## src/rtl/stream_uart_bridge.sv

```systemverilog
// CPU byte interface <-> ready/valid link bridge with a TX FIFO plus output stage and an RX FIFO.
// Optional internal TX->RX loopback: define STREAM_UART_BRIDGE_LOOPBACK_EN.

module stream_uart_bridge_fifo #(
    parameter int DW = 8,
    parameter int AW = 6
) (
    input  logic          clk,
    input  logic          rst,
    input  logic          push,
    input  logic          pop,
    input  logic          flush,
    input  logic [DW-1:0] wdata,
    output logic [DW-1:0] head,
    output logic [AW:0]   level,
    output logic          full,
    output logic          empty
);
    localparam int LW = AW + 1;
    localparam int DEPTH = 2 ** AW;

    logic [DW-1:0] mem [DEPTH];
    logic [AW-1:0] wptr_reg;
    logic [AW-1:0] rptr_reg;
    logic [AW:0]   level_reg;

    // Storage carries no reset so it can map onto RAM; validity is tracked by level_reg.
    always_ff @(posedge clk) begin
        if (push && !flush) begin
            mem[wptr_reg] <= wdata;
        end
    end

    always_ff @(posedge clk or posedge rst) begin
        if (rst) begin
            wptr_reg  <= '0;
            rptr_reg  <= '0;
            level_reg <= '0;
        end else if (flush) begin
            wptr_reg  <= '0;
            rptr_reg  <= '0;
            level_reg <= '0;
        end else begin
            if (push) begin
                wptr_reg <= wptr_reg + AW'(1);
            end
            if (pop) begin
                rptr_reg <= rptr_reg + AW'(1);
            end
            case ({push, pop})
                2'b10:   level_reg <= level_reg + LW'(1);
                2'b01:   level_reg <= level_reg - LW'(1);
                default: level_reg <= level_reg;
            endcase
        end
    end

    assign head  = mem[rptr_reg];
    assign level = level_reg;
    assign full  = (level_reg == LW'(DEPTH));
    assign empty = (level_reg == '0);
endmodule

module stream_uart_bridge #(
    parameter int DATA_WIDTH   = 8,
    parameter int LOG2_DEPTH   = 6,
    parameter int TX_LOW_MARK  = 8,
    parameter int RX_HIGH_MARK = 48
) (
    input  logic                  clk,
    input  logic                  rst,
`ifdef STREAM_UART_BRIDGE_LOOPBACK_EN
    input  logic                  loopback,
`endif
    input  logic [DATA_WIDTH-1:0] cpu_wdata,
    input  logic                  cpu_we,
    input  logic                  cpu_rd,
    output logic [DATA_WIDTH-1:0] cpu_rdata,
    output logic                  tx_full,
    output logic                  rx_empty,
    output logic [LOG2_DEPTH:0]   tx_level,
    output logic [LOG2_DEPTH:0]   rx_level,
    input  logic                  flush_tx,
    input  logic                  flush_rx,
    output logic                  irq_tx_low,
    output logic                  irq_rx_high,
    output logic                  overflow,
    input  logic                  clr_overflow,
    output logic [DATA_WIDTH-1:0] link_tx_data,
    output logic                  link_tx_valid,
    input  logic                  link_tx_ready,
    input  logic [DATA_WIDTH-1:0] link_rx_data,
    input  logic                  link_rx_valid,
    output logic                  link_rx_ready
);
    localparam int LW    = LOG2_DEPTH + 1;
    localparam int DEPTH = 2 ** LOG2_DEPTH;
    localparam int TX_MARK_I = (TX_LOW_MARK < 0) ? 0 : ((TX_LOW_MARK > DEPTH) ? DEPTH : TX_LOW_MARK);
    localparam int RX_MARK_I = (RX_HIGH_MARK < 0) ? 0 : ((RX_HIGH_MARK > DEPTH) ? DEPTH : RX_HIGH_MARK);
    localparam logic [LOG2_DEPTH:0] TX_MARK = LW'(TX_MARK_I);
    localparam logic [LOG2_DEPTH:0] RX_MARK = LW'(RX_MARK_I);

    logic lb;
`ifdef STREAM_UART_BRIDGE_LOOPBACK_EN
    assign lb = loopback;
`else
    assign lb = 1'b0;
`endif

    logic [DATA_WIDTH-1:0] tx_head;
    logic [DATA_WIDTH-1:0] rx_head;
    logic [DATA_WIDTH-1:0] rx_wdata;
    logic                  tx_empty;
    logic                  rx_full;
    logic                  tx_push;
    logic                  tx_pop;
    logic                  rx_push;
    logic                  rx_pop;
    logic                  stage_take;
    logic                  stage_free;

    logic                  stage_valid_reg;
    logic [DATA_WIDTH-1:0] stage_data_reg;
    logic [DATA_WIDTH-1:0] cpu_rdata_reg;
    logic                  overflow_reg;

    // A same-cycle pop never frees space for the write: tx_full is the registered view.
    assign tx_push = cpu_we && !tx_full && !flush_tx;

    // In loopback the stage drains into RX; it is held while RX is flushing so no word is lost.
    assign stage_take = stage_valid_reg && (lb ? (!rx_full && !flush_rx) : link_tx_ready);
    assign stage_free = !stage_valid_reg || stage_take;
    assign tx_pop     = stage_free && !tx_empty && !flush_tx;

    assign rx_push  = (lb ? stage_valid_reg : link_rx_valid) && !rx_full && !flush_rx;
    assign rx_wdata = lb ? stage_data_reg : link_rx_data;
    assign rx_pop   = cpu_rd && !rx_empty && !flush_rx;

    stream_uart_bridge_fifo #(
        .DW(DATA_WIDTH),
        .AW(LOG2_DEPTH)
    ) u_tx_fifo (
        .clk   (clk),
        .rst   (rst),
        .push  (tx_push),
        .pop   (tx_pop),
        .flush (flush_tx),
        .wdata (cpu_wdata),
        .head  (tx_head),
        .level (tx_level),
        .full  (tx_full),
        .empty (tx_empty)
    );

    stream_uart_bridge_fifo #(
        .DW(DATA_WIDTH),
        .AW(LOG2_DEPTH)
    ) u_rx_fifo (
        .clk   (clk),
        .rst   (rst),
        .push  (rx_push),
        .pop   (rx_pop),
        .flush (flush_rx),
        .wdata (rx_wdata),
        .head  (rx_head),
        .level (rx_level),
        .full  (rx_full),
        .empty (rx_empty)
    );

    always_ff @(posedge clk or posedge rst) begin
        if (rst) begin
            stage_valid_reg <= 1'b0;
            stage_data_reg  <= '0;
        end else if (flush_tx) begin
            stage_valid_reg <= 1'b0;
        end else if (stage_free) begin
            stage_valid_reg <= !tx_empty;
            if (!tx_empty) begin
                stage_data_reg <= tx_head;
            end
        end
    end

    always_ff @(posedge clk or posedge rst) begin
        if (rst) begin
            cpu_rdata_reg <= '0;
            overflow_reg  <= 1'b0;
        end else begin
            if (rx_pop) begin
                cpu_rdata_reg <= rx_head;
            end
            if (cpu_we && tx_full && !flush_tx) begin
                overflow_reg <= 1'b1;
            end else if (clr_overflow) begin
                overflow_reg <= 1'b0;
            end
        end
    end

    assign cpu_rdata     = cpu_rdata_reg;
    assign overflow      = overflow_reg;
    assign link_tx_data  = stage_data_reg;
    assign link_tx_valid = stage_valid_reg && !lb;
    assign link_rx_ready = !rx_full && !lb;
    assign irq_tx_low    = (tx_level <= TX_MARK);
    assign irq_rx_high   = (rx_level >= RX_MARK);
endmodule
```

## config.mk

```make
export PLATFORM = sky130hd
export DESIGN_NAME = stream_uart_bridge
export DESIGN_NICKNAME = d
export VERILOG_FILES = /design/src/rtl/stream_uart_bridge.sv
export SDC_FILE = /design/constraint.sdc
export NUM_CORES = 1
export LEC_CHECK = 0
export BUFFER_PORTS_ARGS = -buffer_cell sky130_fd_sc_hd__buf_2
export CAP_MARGIN = 15
export CORE_MARGIN = 2
export CORE_UTILIZATION = 38
export CTS_BUF_LIST = sky130_fd_sc_hd__clkbuf_4
export DETAILED_ROUTE_END_ITERATION = 8
export SYNTH_ARGS = -nofsm -noshare
export SYNTH_HDL_FRONTEND = slang
export SYNTH_SLANG_ARGS = --single-unit
```

## constraint.sdc

```tcl
create_clock -name clk -period 4.35 [get_ports clk]
set_input_delay 0.87 -clock clk [delete_from_list [all_inputs] [get_ports clk]]
set_output_delay 0.87 -clock clk [all_outputs]
set_load 0.03 [all_outputs]
```

==> results.cfg <==
[clock_network]
clk_pin_slew_ns = 0.07
cts_resized = 0
clk-insertion-delay-late_ns = 1.13
htreeDepth = 5
numCtsBuffers = 293
cts.sink_count = 1080
root_buffer = clkbuf_4
cts_tree = built
clockBufferDepth = 4

[floorplanning]
chipHeight_um = 339
design.die.area_sq_um = 115000
start_util_pct = 38.4
die-width_um = 339
num_rows = 122
core_area_sq_um = 111000
io_pins = 62

[synthesis]
yosys.area.top_type = edfxtp_1
seq_area_frac_synth_pct = 75.4
synthSimpleGateAreaFrac_pct = 4.32
yosys.area.top_type_share_pct = 72.1
synth_edf_count = 1024
syn-mean-instance-area_sq_um = 19.2
synth_seq_cells = 1080
syn_inst = 2224
synth_top_family_by_area = multiplexers
ys_types = 56
synth-main-ff-cell = edfxtp_1
synth_compound_area_share_pct = 3.53
synthMuxAreaShare_pct = 14.2
synth_fa_ha_area_share_pct = 0.505
synth_area_leaders = edfxtp_1 (72%), mux4_2 (11%), mux2i_1 (3.4%)
async_flop_share_pct = 5.19
syn-num-nets = 2265
ys_warn_count = 0
synth_xor_area_share_pct = 0.595
syn_area_sq_um = 42700

[detailed_routing]
drcViolationCount = 0
finalWirelength_um = 99800
viasPerCell = 5.30
drt-initial-drc-count = 1772
detail_route.first_pass.iterations = 5
vias = 22100
avgRoutedWirePerCell_um = 23.9
drtAntennaViolNets = 0

[finish]
drive_gt1_share_pct = 28.3
final_design_area_no_fill_sq_um = 48100
multiInputGateArea_sq_um = 9880
layout_common_cells = edfxtp_1 (1024), clkbuf_4 (405), mux4_2 (203), nor2_1 (177), mux2i_1 (147)
n_fill_cell = 9686
reg_top3 = u_rx_fifo.mem (512), u_tx_fifo.mem (512)
regArea_sq_um = 32200
nets = 2542
final_common_cell = edfxtp_1
syn2layout_area_growth_pct = 12.9

[place]
placed_area_sq_um = 44700
place_ws_ns = 0.556
place_congestion = 0.822
portBuffers = 61
dp_hpwl_um = 61400

[global_routing]
grt_max_degree = 83
antenna_found_initial = 5
grt_pass1_vias = 23200
gr-total-overflow = 0
track_usage_pct = 17.3
grt_pass1_wl_um = 149000

[timing]
relSlewSlack_pct = 22.3
max_slew.worst_pin.slew_ns = 1.16
fmax_ghz = 0.270
finalWorstSetupSlack_ns = 0.651
min_period_ns = 3.70
rsz0062_at_grt = false
setup_viol = 0
skew_ns = 0.105
period_share_pct = 85.0
maxSlewViolCount = 0
hold_viol = 0
whs_ns = 0.158
fin_tns_setup_ns = 0

[run]
maxCapViolations = 0

[worst_setup_path]
critPathMaxFanout = 8
r2r_slack_ns = 0.90
critPathCaptureType = output port
startpoint_type = register
endpoint = tx_full
required_ns = 3.48
r2r-end = u_tx_fifo.level[5]$_DFFE_PP0P_
r2r_start = u_tx_fifo.level[0]$_DFFE_PP0P_
r2r.worst_path.cells = 10
critical_path_class = register to output port
cp.arrival_ns = 2.83
startpoint = u_tx_fifo.level[0]$_DFFE_PP0P_

[power]
power.density_nw_per_um2 = 502
p_leak_uw = 0.0152
ir_drop_mv = 0.258
power_uw = 24200

[hold_path]
hold_path.class = input pin to register
hold_path_depth = 3

[run_status]
outcome = finished, final reports clean
-- Yosys cell counts, types with 15 or more instances --
cell type	count
a21oi_1	15
a22oi_1	122
buf_1	19
buf_2	53
clkbuf_1	43
dfrtp_1	56
edfxtp_1	1024
mux2i_1	147
mux4_2	203
nand2_1	76
nand3_1	39
nand4_1	19
nor2_1	177
nor2b_1	18
o21ai_0	36
xor2_1	15
-- logic make-up after synthesis --
| kind of cell | after synthesis |
|---|---|
| adders and majority gates | 16 |
| AOI/OAI and AO/OA | 215 |
| and+or+nand+nor | 397 |
| DFF | 1080 |
| buffers and inverters | 136 |
| muxes | 351 |
| xor gates and xnor gates | 29 |
-- power by group --
group / internal (uW) / switching (uW) / leakage (uW)
registers: 11600 / 433 / 0.00994
clock network: 4520 / 3950 / 0.00208
logic: 1460 / 2240 / 0.00318
-- metal layers --
metal | routed length (um) | share of wire, % | vias to the layer above | track usage, %
met3 | 6550 | 6.6 | 153 | 4.06
met5 | 13 | 0.013 | - | 0
li1 | - | - | 9732 | -
met4 | 2200 | 2.2 | 2 | 6.14
met1 | 41900 | 42 | 11400 | 22.7
met2 | 49200 | 49 | 804 | 28.3
-- how the worst min path moves through the flow --
stage	slack, ns	startpoint	to
3_5_place_dp	0.53	link_tx_data[0]$_DFFE_PP0P_	link_tx_data[0]$_DFFE_PP0P_
5_1_grt	0.12	cpu_we	overflow$_DFFE_PP0P_
6_report	0.16	cpu_we	overflow$_DFFE_PP0P_
2_1_floorplan	0.52	u_rx_fifo.wptr_reg[4]$_DFFE_PP0P_	u_rx_fifo.wptr_reg[4]$_DFFE_PP0P_
4_1_cts	0.04	cpu_we	overflow$_DFFE_PP0P_
3_3_place_gp	0.52	cpu_rdata[7]$_DFFE_PP0P_	cpu_rdata[7]$_DFFE_PP0P_
-- stage by stage --
stage                     utilization, %  std cells
after global placement              40.2       3690
after CTS                           43.4       4175
after detailed placement            40.2       3691
final                               43.4       4181
after floorplan                        -       2224
after global routing                43.4       4181
-- worst max-delay path, stage by stage, from the launching register on --
cell and delay (ns):
dfrtp_1 0.47, or4_1 0.69, nor2_1 0.31, buf_2 0.29
-- cell type report --
cell class	count	area share, %
Sequential cell	1080	66.8
Multi-Input combinational cell	1008	20.5
Clock buffer	405	6.31
Tap cell	1488	3.87
Timing Repair Buffer	110	1.56
Clock inverter	77	0.858
Inverter	8	0.0624
Antenna cell	5	0.0260
-- what timing repair did --
item | in CTS | in global routing
hold buffers | 2 | 0
buffers inserted | 0 | 0
hold endpoints to repair | 28 | 0
No activity file was read; power rests on OpenSTA's default activity.
